===== config.mk =====
export PLATFORM = sky130hd
export DESIGN_NAME = block_drawer
export DESIGN_NICKNAME = d
export VERILOG_FILES = /design/src/rtl/stacker_pkg.sv /design/src/rtl/block_pixel_counter.sv /design/src/rtl/block_drawer.sv
export SDC_FILE = /design/constraint.sdc
export NUM_CORES = 1
export LEC_CHECK = 0
export CAP_MARGIN = 10
export CORE_MARGIN = 10
export CORE_UTILIZATION = 45
export CTS_CLUSTER_SIZE = 25
export DETAILED_ROUTE_END_ITERATION = 7
export HOLD_SLACK_MARGIN = 0.15
export MAX_ROUTING_LAYER = met4
export PLACE_DENSITY_LB_ADDON = 0.05
export SKIP_CTS_REPAIR_TIMING = 1
export SYNTH_ARGS = -nofsm -noshare
export SYNTH_HDL_FRONTEND = slang
export SYNTH_SLANG_ARGS = --single-unit

===== constraint.sdc =====
create_clock -name clk -period 3.7 [get_ports clk]
set_input_delay 0.37 -clock clk [delete_from_list [all_inputs] [get_ports clk]]
set_output_delay 0.37 -clock clk [all_outputs]
set_load 0.01 [all_outputs]

===== src/rtl/stacker_pkg.sv =====
// stacker_pkg: shared FSM encoding, geometry and colour constants for the block drawer.
package stacker_pkg;
  typedef enum logic [1:0] {IDLE, ERASE, DRAW, DONE} state_t;
  localparam int BLOCK_SIZE = 48;
  localparam int SCREEN_W = 640;
  localparam int SCREEN_H = 480;
  localparam int CW = $clog2(BLOCK_SIZE);
  localparam logic [2:0] BLACK = 3'b000;
  localparam logic [2:0] WHITE = 3'b111;
  localparam logic [2:0] BG_COLOUR = BLACK;
endpackage


===== src/rtl/block_pixel_counter.sv =====
// block_pixel_counter: raster dx/dy counter over one block with a registered last-pixel flag.
module block_pixel_counter
  import stacker_pkg::*;
(
  input  logic          clk,
  input  logic          reset,
  input  logic          clr,
  input  logic          en,
  output logic [CW-1:0] dx,
  output logic [CW-1:0] dy,
  output logic          last
);
  localparam logic [CW-1:0] MAX = CW'(BLOCK_SIZE - 1);
  logic [CW-1:0] dx_n, dy_n;
  always_comb begin
    dx_n = (dx == MAX) ? '0 : dx + 1'b1;
    dy_n = (dx != MAX) ? dy : (dy == MAX) ? '0 : dy + 1'b1;
  end
  always_ff @(posedge clk) begin
    if (reset || clr) begin
      dx <= '0;
      dy <= '0;
      last <= 1'b0;
    end else if (en) begin
      dx <= dx_n;
      dy <= dy_n;
      last <= dx_n == MAX && dy_n == MAX;
    end
  end
endmodule


===== src/rtl/block_drawer.sv =====
// block_drawer: erases the previous block then draws it at the new position, one pixel per clock.
// Define BLOCK_BORDER_EN to draw a white one-pixel border around the block.
module block_drawer
  import stacker_pkg::*;
(
  input  logic       clk,
  input  logic       reset,
  input  logic       start,
  input  logic [9:0] new_x,
  input  logic [8:0] new_y,
  input  logic [2:0] colour,
  output logic [9:0] vga_x,
  output logic [8:0] vga_y,
  output logic [2:0] vga_colour,
  output logic       plot,
  output logic       busy,
  output logic       done
);
  state_t state, next_state;
  logic [9:0] lat_x, old_x;
  logic [8:0] lat_y, old_y;
  logic [2:0] lat_colour, draw_colour;
  logic old_valid, last, pix, accept;
  logic [CW-1:0] dx, dy;
  logic [10:0] px;
  logic [9:0] py;
  assign pix = state == ERASE || state == DRAW;
  assign accept = state == IDLE && start;
  assign px = (state == ERASE ? {1'b0, old_x} : {1'b0, lat_x}) + 11'(dx);
  assign py = (state == ERASE ? {1'b0, old_y} : {1'b0, lat_y}) + 10'(dy);
`ifdef BLOCK_BORDER_EN
  localparam logic [CW-1:0] MAX = CW'(BLOCK_SIZE - 1);
  assign draw_colour = (dx == '0 || dx == MAX || dy == '0 || dy == MAX) ? WHITE : lat_colour;
`else
  assign draw_colour = lat_colour;
`endif
  block_pixel_counter u_cnt (
    .clk(clk),
    .reset(reset),
    .clr(state == IDLE || last),
    .en(pix),
    .dx(dx),
    .dy(dy),
    .last(last)
  );
  always_comb begin
    next_state = accept ? (old_valid ? ERASE : DRAW)
               : (state == DONE) ? IDLE
               : !last ? state
               : (state == ERASE) ? DRAW
               : (state == DRAW) ? DONE : state;
  end
  always_ff @(posedge clk) begin
    if (reset) state <= IDLE;
    else state <= next_state;
  end
  always_ff @(posedge clk) begin
    if (reset) begin
      vga_x <= '0;
      vga_y <= '0;
      vga_colour <= '0;
      plot <= 1'b0;
      busy <= 1'b0;
      done <= 1'b0;
      old_valid <= 1'b0;
      lat_x <= '0;
      lat_y <= '0;
      lat_colour <= '0;
      old_x <= '0;
      old_y <= '0;
    end else begin
      if (accept) begin
        lat_x <= new_x;
        lat_y <= new_y;
        lat_colour <= colour;
      end
      if (state == DONE) begin
        old_x <= lat_x;
        old_y <= lat_y;
        old_valid <= 1'b1;
      end
      // Off-screen pixels still take their cycle so pass timing never depends on position.
      plot <= pix && px < 11'(SCREEN_W) && py < 10'(SCREEN_H);
      if (pix) begin
        vga_x <= px[9:0];
        vga_y <= py[8:0];
        vga_colour <= (state == ERASE) ? BG_COLOUR : draw_colour;
      end
      busy <= state != IDLE || accept;
      done <= state == DONE;
    end
  end
endmodule


==> results.md, run 1 <==
- Root buf cell: clkbuf_8
- Least-Margin Pin Slew: 850 ps
- Critical path required time: 3970 ps
- Clk_skew: 14.0 ps
- Initial DRC count: 117
- Initial DRT Pass Iterations: 4
- Met2 global-route usage: 26.4%
- Sink Count: 82
- CTS tree: built
- Share of layout cells above drive strength 1: 8.88%
- R2r worst-path depth: 12
- Post-synthesis adder-cell area fraction: 6.82%
- Layout area overhead: 19.3%
- Initial antenna violation count: 0
- Largest family of logic cells by synthesized area: simple AND/OR/NAND/NOR gates
- FF-to-FF setup slack: 680 ps
- Critical path class: reg -> reg
- Core footprint: 8760 um^2
- Post-synthesis net count: 517
- Max Fclk: 0.331 GHz
- Status: finished clean
- Final antenna-violating net count: 0
- Remaining DRCs: 0
- Total Power: 2.14 mW
- CP Launch Type: flop
- WP data arrival: 3290 ps
- Max Slew Vio Count: 0
- Global route hottest layer: met2
- Routability cong.: 0.800
- Reg2reg start: state[1]
- Post-Syn Area: 4070 um^2
- Post-synthesis cell count: 471
- Die height: 115 um
- H-tree levels: 3
- Crit-path cells: inv_1, ha_1, buf_4, mux2_2, ha_1, fa_1, a211oi_1, o21ai_1, o21ai_0, xnor2_1, a31oi_1, a211oi_1
- Tcrit/Tclk final: 81.5%
- End of the worst register-to-register path: plot
- Number of global-route vias before repair: 3235
- Aggregate global-route resource usage: 15.2%
- Global route overflow: 0
- Largest net degree at the start of global routing: 70
- Final setup viols: 0
- Slowest-stage cell, CP: fa_1
- Ant diodes: 0
- Vias post-DR: 3352
- Worst hold start: draw_colour[2]
- Worst setup EP type: flop
- Post-Synth XOR/XNOR Area: 3.23%
- Routed wire length: 9670 um
- Cell area power density: 441 nW/um^2
- Starting density of the core: 46.5%
- Yosys reg bits: 82
- Ports: 50
- # Max-Cap Violations: 0
- Unique cell type count in the Yosys netlist: 53
- Final hold vios: 0
- Clock latency on the worst-skew pair: 360 ps
- Crit path max fanout: 12
- CP max stage delay: 420 ps
- Hold EP: draw_colour[2]
- Mux contribution to synthesized area: 12.5%
- Sequential area share after synthesis: 40.3%
- Tmin final: 3020 ps
- DP Wirelength: 6930 um
- Port Buffers: 49
- Die ar.: 13300 um^2
- Deepest clock path buffer count: 2
- Min-Delay Path Class: reg -> reg
- P_leak: 1.85 nW
- Max-slew headroom: 43.2%
- Die span in x: 115 um
- Post-synth EDFFs: 0
- Simple-Gate Fraction of Synth Area: 18.7%
- Primary FF master, synth: dfxtp_1
- Ys async rst share: 0%
- Synth Area in Compound Gates: 15.1%
- Vias per cell: 5.35
- Met1 Usage GRT: 17.0%
- First-pass GRT wire length: 15900 um
- Post-Place Cell Area: 4650 um^2
- Hold depth: 2
- Met3 Usage GRT: 4.17%
- Clk slew on worst S/H paths: 90 ps
- Setup TNS: 0 ps
- WHS: 461 ps
- Number of synthesis warnings: 0
- RSZ-0062 raised after global routing: false
- Final Cell Area: 4860 um^2
- Total CTS buffers: 9
- WL per Instance: 15.4 um
- Nets: 559
- Max VDD drop: 0.302 mV
- Syn avg cell area: 8.64 um^2
- Cell row count: 34
[cell usage in the layout (no fill, tap or decap), types with 7 or more instances in the layout]
cell type	Yosys	final
mux2_2	14	14
a211oi_1	13	13
a21oi_1	40	40
nand2_1	58	58
clkbuf_8	0	9
xnor2_1	10	10
nor2_1	66	66
ha_1	19	19
inv_1	10	10
dfxtp_1	82	82
clkdlybuf4s50_1	0	48
nand3_1	14	14
buf_4	0	7
o21ai_0	13	13
mux2i_1	35	35
[critical path: cells and delay by family, from the launching register on]
family / cells / cell delay, ps
compound gates: 5 / 940
flops: 1 / 340
xor+xnor: 1 / 170
fa+ha+maj: 3 / 820
buf+inv: 2 / 310
mux: 1 / 350
[stage by stage]
stage / cells / utilization (%) / setup WS [ps]
detailed placement: 610 / 53.0 / 680
finish: 626 / 55.4 / 683
CTS: 626 / 55.4 / 660
global route: 626 / 55.4 / 437
global placement: 610 / 53.0 / 759
floorplan: 471 / - / 359
[sequential cells by signal, summed over array words and instances, names as in the netlist]
signal,flops
u_cnt.dy,6
old_valid,1
vga_colour,3
vga_y,9
lat_x,10
vga_x,10
state,2
u_cnt.dx,6
u_cnt.last,1
lat_y,9
busy,1
draw_colour,3
plot,1
old_y,9
done,1
old_x,10
[cell families after synthesis]
group,count (synthesis)
compound gates,99
fa+ha+maj,21
simple gates,170
xor+xnor,15
flops,82
buf+inv,35
mux,49
[worst max path at each step]
stage / start / slack (ps) / cells after the start / endpoint
3_5_place_dp: state[1] / 680 / 12 / plot
4_1_cts: state[1] / 660 / 12 / plot
6_report: state[1] / 680 / 12 / plot
2_1_floorplan: state[1] / 360 / 14 / plot
3_3_place_gp: state[1] / 760 / 12 / plot
5_1_grt: state[1] / 440 / 12 / plot
[cells in the mapped netlist (all sizes together) (2+ instances only)]
| cell type | n | area (um^2) |
|---|---|---|
| a2111oi | 3 | 33.8 |
| a211oi | 13 | 97.6 |
| a21o | 5 | 37.5 |
| a21oi | 40 | 200 |
| a2bb2oi | 2 | 17.5 |
| a31oi | 2 | 12.5 |
| and2 | 3 | 18.8 |
| and3 | 7 | 45.1 |
| buf | 10 | 40.0 |
| clkbuf | 15 | 56.3 |
| dfxtp | 82 | 1640 |
| fa | 2 | 40.0 |
| ha | 19 | 238 |
| inv | 10 | 37.5 |
| mux2 | 14 | 158 |
| mux2i | 35 | 350 |
| nand2 | 59 | 229 |
| nand3 | 15 | 80.1 |
| nor2 | 66 | 248 |
| nor2b | 2 | 12.5 |
| nor3 | 7 | 40.0 |
| nor3b | 3 | 33.8 |
| o211ai | 3 | 22.5 |
| o21a | 3 | 22.5 |
| o21ai | 18 | 90.1 |
| o22ai | 2 | 12.5 |
| xnor2 | 10 | 87.6 |
| xor2 | 5 | 43.8 |
[layout make-up]
class                   count  area, um^2
flip-flops and latches     82        1640
clock buffers               9         124
well taps                 108         135
fillers                   849        3910
multi-input cells         354        2300
inverters                  10        37.5
repair buffers             56         538
clock inverters             7        83.8
[routing by layer]
metal | vias to the layer above | wire (um)
met5 | - | 0
met4 | 0 | 108
met3 | 10 | 360
met2 | 53 | 4910
met1 | 1556 | 4290
li1 | 1733 | -
[where the power goes]
part           internal [mW]  switching [mW]  leakage (nW)
clock network          0.328           0.362         0.108
registers              0.940          0.0428         0.666
logic                  0.207           0.262          1.07
No activity file was read; power rests on OpenSTA's default activity.
==> run 2: changes to the inputs <==
==> constraint.sdc (replaced) <==
create_clock -name clk -period 2.4 [get_ports clk]
set_input_delay 0.24 -clock clk [delete_from_list [all_inputs] [get_ports clk]]
set_output_delay 0.24 -clock clk [all_outputs]
set_load 0.01 [all_outputs]
==> run 2 against run 1 <==
  * The flow now finishes with violations (negative setup slack)
  * Power rose by 60%
  * Critical endpoint unchanged
  * Register-to-register slack got worse by 830 ps
  * Sequential power rose by 54%
  * Routed wire length rose by 7.5%
  * Sequential cell count did not move
  * Sequential share of layout area fell by 3.3 points
  * Clock power rose by 51%
  * Highest routed layer unchanged
  * Critical path depth fell by 1
  * Cell area rose by 11%
  * Combinational power rose by 84%
  * Final cell count rose by 5.8%
  * Core utilization rose by 6.2 points
==> results.md, run 2 (synthesized netlist as in run 1, its figures left out) <==
- Status: finished, violations left
- Failing checks: negative setup slack
- Critical path required time: 2680 ps (-1290 ps)
- Cell area power density: 633 nW/um^2 (+44%)
- Clock latency on the worst-skew pair: 360 ps (about the same)
- Remaining DRCs: 0 (unchanged)
- DP Wirelength: 7550 um (+8.9%)
- P_leak: 2.03 nW (+10%)
- Biggest regs: lat_x: 10 flops, old_x: 10 flops, vga_x: 10 flops
- H-tree levels: 3 (unchanged)
- Commonest non-fill, non-tap cells in the layout: dfxtp_1 (80), nor2_1 (66), nand2_1 (58)
- Min-Delay Path Class: in -> reg
- Number of global-route vias before repair: 3422 (+5.8%)
- Cell row count: 34 (unchanged)
- Final hold vios: 0 (unchanged)
- Port Buffers: 49 (unchanged)
- Ports: 50 (unchanged)
- WL per Instance: 15.7 um (+1.7%)
- Clk slew on worst S/H paths: 90 ps (about the same)
- # Max-Cap Violations: 0 (unchanged)
- Final antenna-violating net count: 0 (unchanged)
- Final setup viols: 6 (+6)
- Post-Place Cell Area: 5020 um^2 (+7.9%)
- Setup TNS: -508 ps (-508 ps)
- RSZ-0062 raised after global routing: true
- Aggregate global-route resource usage: 16.0% (+0.74 points)
- Clk_skew: 10.4 ps (-3.55 ps)
- Core footprint: 8760 um^2 (unchanged)
- Initial DRT Pass Iterations: 4 (unchanged)
- Sink Count: 82 (unchanged)
- WP data arrival: 2820 ps (-470 ps)
- Final Cell Area: 5400 um^2 (+11%)
- Cell count after placement: 641 (+5.1%)
- WHS: 385 ps (-76.5 ps)
- CTS tree: built
- Tcrit/Tclk final: 106% (+24 points)
- Worst setup EP type: flop
- Vias per cell: 5.32 (-0.59%)
- Layout area overhead: 32.5%
- Die ar.: 13300 um^2 (unchanged)
- Nets: 595 (+6.4%)
- Tmin final: 2540 ps (-472 ps)
- Die height: 115 um (unchanged)
- Share of layout cells above drive strength 1: 20.6% (+12 points)
- Global route overflow: 0 (unchanged)
- Largest net degree at the start of global routing: 69 (-1.4%)
- Initial DRC count: 184 (+57%)
- Max Fclk: 0.393 GHz (+19%)
- Initial antenna violation count: 0 (unchanged)
- Crit path max fanout: 7 (-5)
- Ant diodes: 0 (unchanged)
- Deepest clock path buffer count: 2 (unchanged)
- Routability cong.: 0.842 (+5.2%)
- Die span in x: 115 um (unchanged)
- Vias post-DR: 3524 (+5.1%)
- Critical path class: reg -> reg
- First-pass GRT wire length: 16800 um (+5.8%)
- Max VDD drop: 0.386 mV (+28%)
- Routed wire length: 10400 um (+7.5%)
- Commonest non-fill, non-tap cell in the layout: dfxtp_1
- Total CTS buffers: 9 (unchanged)
- Starting density of the core: 46.5% (unchanged)
- Max Slew Vio Count: 0 (unchanged)
- Fin cells: 662 (+5.8%)
- Root buf cell: clkbuf_8
- Worst setup margin: -145 ps (-828 ps)
- CP Launch Type: flop
- Least-Margin Pin Slew: 723 ps (-127 ps)
- Max-slew headroom: 51.8% (+8.6 points)
[run 2: changes by cell type in the layout (fill, tap and decap cells not counted), sizes merged]
| cell | previous run | this run |
|---|---|---|
| clkinvlp | 0 | 2 |
| inv | 15 | 12 |
| clkbuf | 9 | 10 |
| buf | 8 | 44 |
[run 2: worst paths after layout]
kind,from,end,slack [ps],cells past startpoint
worst max-delay path,state[1],plot,-140,11
worst max register to register,state[1],plot,-140,11
worst min-delay path,reset,vga_x[9],380,4
worst min register to register,draw_colour[2],draw_colour[2],460,2
[run 2: critical path, stage by stage (launching register included)]
cell and delay, ps:
dfxtp_2 330, inv_2 70, ha_4 170, buf_12 120, mux2_2 370, ha_4 230, a211oi_4 240, o21bai_1 120
a31o_1 250, and3_1 190, xor2_1 150, a211oi_1 220
[run 2: layout make-up]
cell class / instances / area (um^2)
multi-input cells: 354 / 2550
flip-flops and latches: 82 / 1640
inverters: 10 / 37.5
repair buffers: 92 / 825
clock buffers: 10 / 128
well taps: 108 / 135
clock inverters: 6 / 73.8
fillers: 787 / 3370
[run 2: stage by stage]
| step | util (%) | total power, mW | setup slack [ps] |
|---|---|---|---|
| floorplan | - | 2.04 | -279 |
| global placement | 57.2 | 2.36 | -76.0 |
| detailed placement | 57.2 | 2.37 | -153 |
| CTS | 59.5 | 3.42 | -186 |
| global route | 61.6 | 3.59 | -270 |
| finish | 61.6 | 3.42 | -145 |
[run 2: routing by layer]
layer	part of all wire (%)	vias to the layer above	global-route usage, %
met5	0	-	-
met4	1.8	0	4.13
met3	3.4	16	3.65
met2	51	54	27.2
met1	44	1657	18.5
li1	-	1797	-
[run 2: power breakdown]
part           switching (mW)  total, mW  internal [mW]
Combinational           0.454      0.862          0.407
Clock                   0.547       1.04          0.494
Sequential             0.0642       1.51           1.45
Total                    1.07       3.42           2.35
==> run 3: changes to the inputs <==
--- a/config.mk
+++ b/config.mk
@@ -6,6 +6,7 @@
 export NUM_CORES = 1
 export LEC_CHECK = 0
 export CAP_MARGIN = 10
+export CORE_ASPECT_RATIO = 0.75
 export CORE_MARGIN = 10
 export CORE_UTILIZATION = 45
 export CTS_CLUSTER_SIZE = 25
@@ -14,6 +15,7 @@
 export MAX_ROUTING_LAYER = met4
 export PLACE_DENSITY_LB_ADDON = 0.05
 export SKIP_CTS_REPAIR_TIMING = 1
+export SLEW_MARGIN = 20
 export SYNTH_ARGS = -nofsm -noshare
 export SYNTH_HDL_FRONTEND = slang
 export SYNTH_SLANG_ARGS = --single-unit
==> run 3 against run 2 <==
  * The run still ends with negative setup slack left
  * Maximum frequency down 0.33%
  * Count of clock-buffer cells in the layout down 1
  * First-iteration DRC count up 64%
  * Sequential share of layout area about the same
  * Core utilization up 0.84 points
  * Die area up 0.30%
  * Routed wire length up 2.3%
  * Critical path type unchanged
==> results.md, run 3 (synthesized netlist as in run 1, its figures left out) <==
- Status: finished, violations left
- Failing checks: negative setup slack
- Nets: 592 (-0.50%)
- Vias per cell: 5.40 (+1.4%)
- Critical path class: reg -> reg
- Initial DRT Pass Iterations: 4 (unchanged)
- CP Buf/Inv Count: 2 (unchanged)
- Number of global-route vias before repair: 3402 (-0.58%)
- Die height: 102 um (-11%)
- Routed wire length: 10600 um (+2.3%)
- Initial antenna violation count: 0 (unchanged)
- WP data arrival: 2750 ps (-70 ps)
- Global route overflow: 0 (unchanged)
- WL per Instance: 16.1 um (+2.8%)
- Routability cong.: 0.793 (-5.8%)
- Critical path required time: 2600 ps (-80 ps)
- First-pass GRT wire length: 17200 um (+2.3%)
- Ports: 50 (unchanged)
- DP Wirelength: 7610 um (+0.74%)
- Part of the power in the clock network: 37.3% (+6.8 points)
- Top Family by Delay on Critical Path: compound AO/OA/AOI/OAI gates
- Critical path launch point: state[1]
- CP Depth: 11 (unchanged)
- Tcrit/Tclk final: 106% (+0.35 points)
- Aggregate global-route resource usage: 16.6% (+0.65 points)
- Sw frac: 29.3% (-1.8 points)
- P_leak: 2.07 nW (+2.0%)
- WHS: 402 ps (+17.5 ps)
- Final setup viols: 7 (+1)
- Commonest non-fill, non-tap cell in the layout: dfxtp_1
- Cell area power density: 699 nW/um^2 (+10%)
- Least-Margin Pin Slew: 724 ps (+1.57 ps)
- RSZ-0062 raised after global routing: true
- Starting density of the core: 47.1% (+0.69 points)
- CTS tree: built
- Clk slew on worst S/H paths: 60 ps (-30 ps)
- Biggest regs: lat_x: 10 flops, old_x: 10 flops, vga_x: 10 flops
- Deepest clock path buffer count: 2 (unchanged)
- Max Slew Vio Count: 0 (unchanged)
- Slowest-stage cell, CP: a2111oi_4
- Worst setup EP type: flop
- Remaining DRCs: 0 (unchanged)
- Reg2reg start: state[1]
- Largest net degree at the start of global routing: 69 (unchanged)
- Logic pwr share: 22.4% (-2.8 points)
- Root buf cell: clkbuf_16
- Max-slew headroom: 51.7% (-0.10 points)
- Vias post-DR: 3557 (+0.94%)
- Total Power: 3.77 mW (+10%)
- Final hold vios: 0 (unchanged)
- Core footprint: 8640 um^2 (-1.5%)
- R2r worst-path depth: 11 (unchanged)
- Cell row count: 29 (-15%)
- Crit-path cells: inv_2, ha_4, buf_4, mux2_2, ha_1, o21a_1, o31ai_4, a2111oi_4, xnor2_1, mux2i_1, nor2_1
- Final antenna-violating net count: 0 (unchanged)
- Setup TNS: -625 ps (-117 ps)
- Tmin final: 2550 ps (+8.43 ps)
- Max VDD drop: 0.334 mV (-13%)
- H-tree levels: 3 (unchanged)
- Clock latency on the worst-skew pair: 340 ps (-20 ps)
- Worst setup margin: -153 ps (-8.43 ps)
- Die ar.: 13300 um^2 (+0.30%)
- Flop pwr share: 40.3% (-4.0 points)
- Clk_skew: 6.34 ps (-4.07 ps)
- Sink Count: 82 (unchanged)
- End of the worst register-to-register path: vga_y[8]
- # Max-Cap Violations: 0 (unchanged)
- Crit path max fanout: 6 (-1)
- Worst setup path end: vga_y[8]
- Port Buffers: 49 (unchanged)
- Commonest non-fill, non-tap cells in the layout: dfxtp_1 (80), nor2_1 (66), nand2_1 (58)
- FF-to-FF setup slack: -150 ps (about the same)
- CP max stage delay: 370 ps (about the same)
- Max Fclk: 0.392 GHz (-0.33%)
- Ant diodes: 0 (unchanged)
- Pint: 2.66 mW (+13%)
- Share of layout cells above drive strength 1: 18.9% (-1.7 points)
- Total CTS buffers: 9 (unchanged)
- Layout area overhead: 32.4%
- Initial DRC count: 301 (+64%)
- Net Switching: 1.10 mW (+3.7%)
- CP Launch Type: flop
- Die span in x: 130 um (+13%)
- Min-Delay Path Class: in -> reg
-- run 3: metal layers --
metal | track usage, % | share of wire (%)
met2 | 25.8 | 47
met1 | 21.0 | 47
met4 | 5.00 | 1.6
met5 | - | 0
met3 | 4.04 | 4.1
-- run 3: cell type report --
class | count | area, um^2
well taps | 108 | 135
clock buffers | 9 | 225
flip-flops and latches | 82 | 1640
multi-input cells | 354 | 2470
inverters | 10 | 37.5
clock inverters | 7 | 75.1
repair buffers | 89 | 798
fillers | 761 | 3250
-- run 3: power groups by stage --
stage                     clock network (mW)  registers [mW]  logic [mW]
final                                   1.41            1.52       0.844
after floorplan                            0            1.55       0.488
after global placement                     0            1.54       0.796
after global routing                    1.49            1.53       0.927
after CTS                               1.44            1.52       0.814
after detailed placement                   0            1.55       0.808
-- run 3: worst register-to-register path, stage by stage, from the launching register on --
cell and delay (ps):
dfxtp_2 320, inv_2 70, ha_4 180, buf_4 180, mux2_2 350, ha_1 340, o21a_1 190, o31ai_4 120
a2111oi_4 370, xnor2_1 110, mux2i_1 130, nor2_1 60
-- run 3: per-stage QoR --
step | util [%] | instance area [um^2] | cells | setup slack, ps
after CTS | 61.2 | 5290 | 655 | -176
after floorplan | - | 4210 | 471 | -279
final | 62.4 | 5390 | 659 | -153
after detailed placement | 57.8 | 4990 | 639 | -149
after global placement | 57.8 | 4990 | 639 | -59.4
after global routing | 62.4 | 5390 | 659 | -243
-- run 3: worst min path at each step --
stage                               from        endpoint  slack (ps)  cells after the start
final                              reset            plot         400                      5
after global routing               reset            plot         410                      5
after CTS                          reset            plot         400                      5
after detailed placement  draw_colour[1]  draw_colour[1]         450                      2
after global placement         old_valid       old_valid         440                      2
after floorplan                    start            busy         370                      2
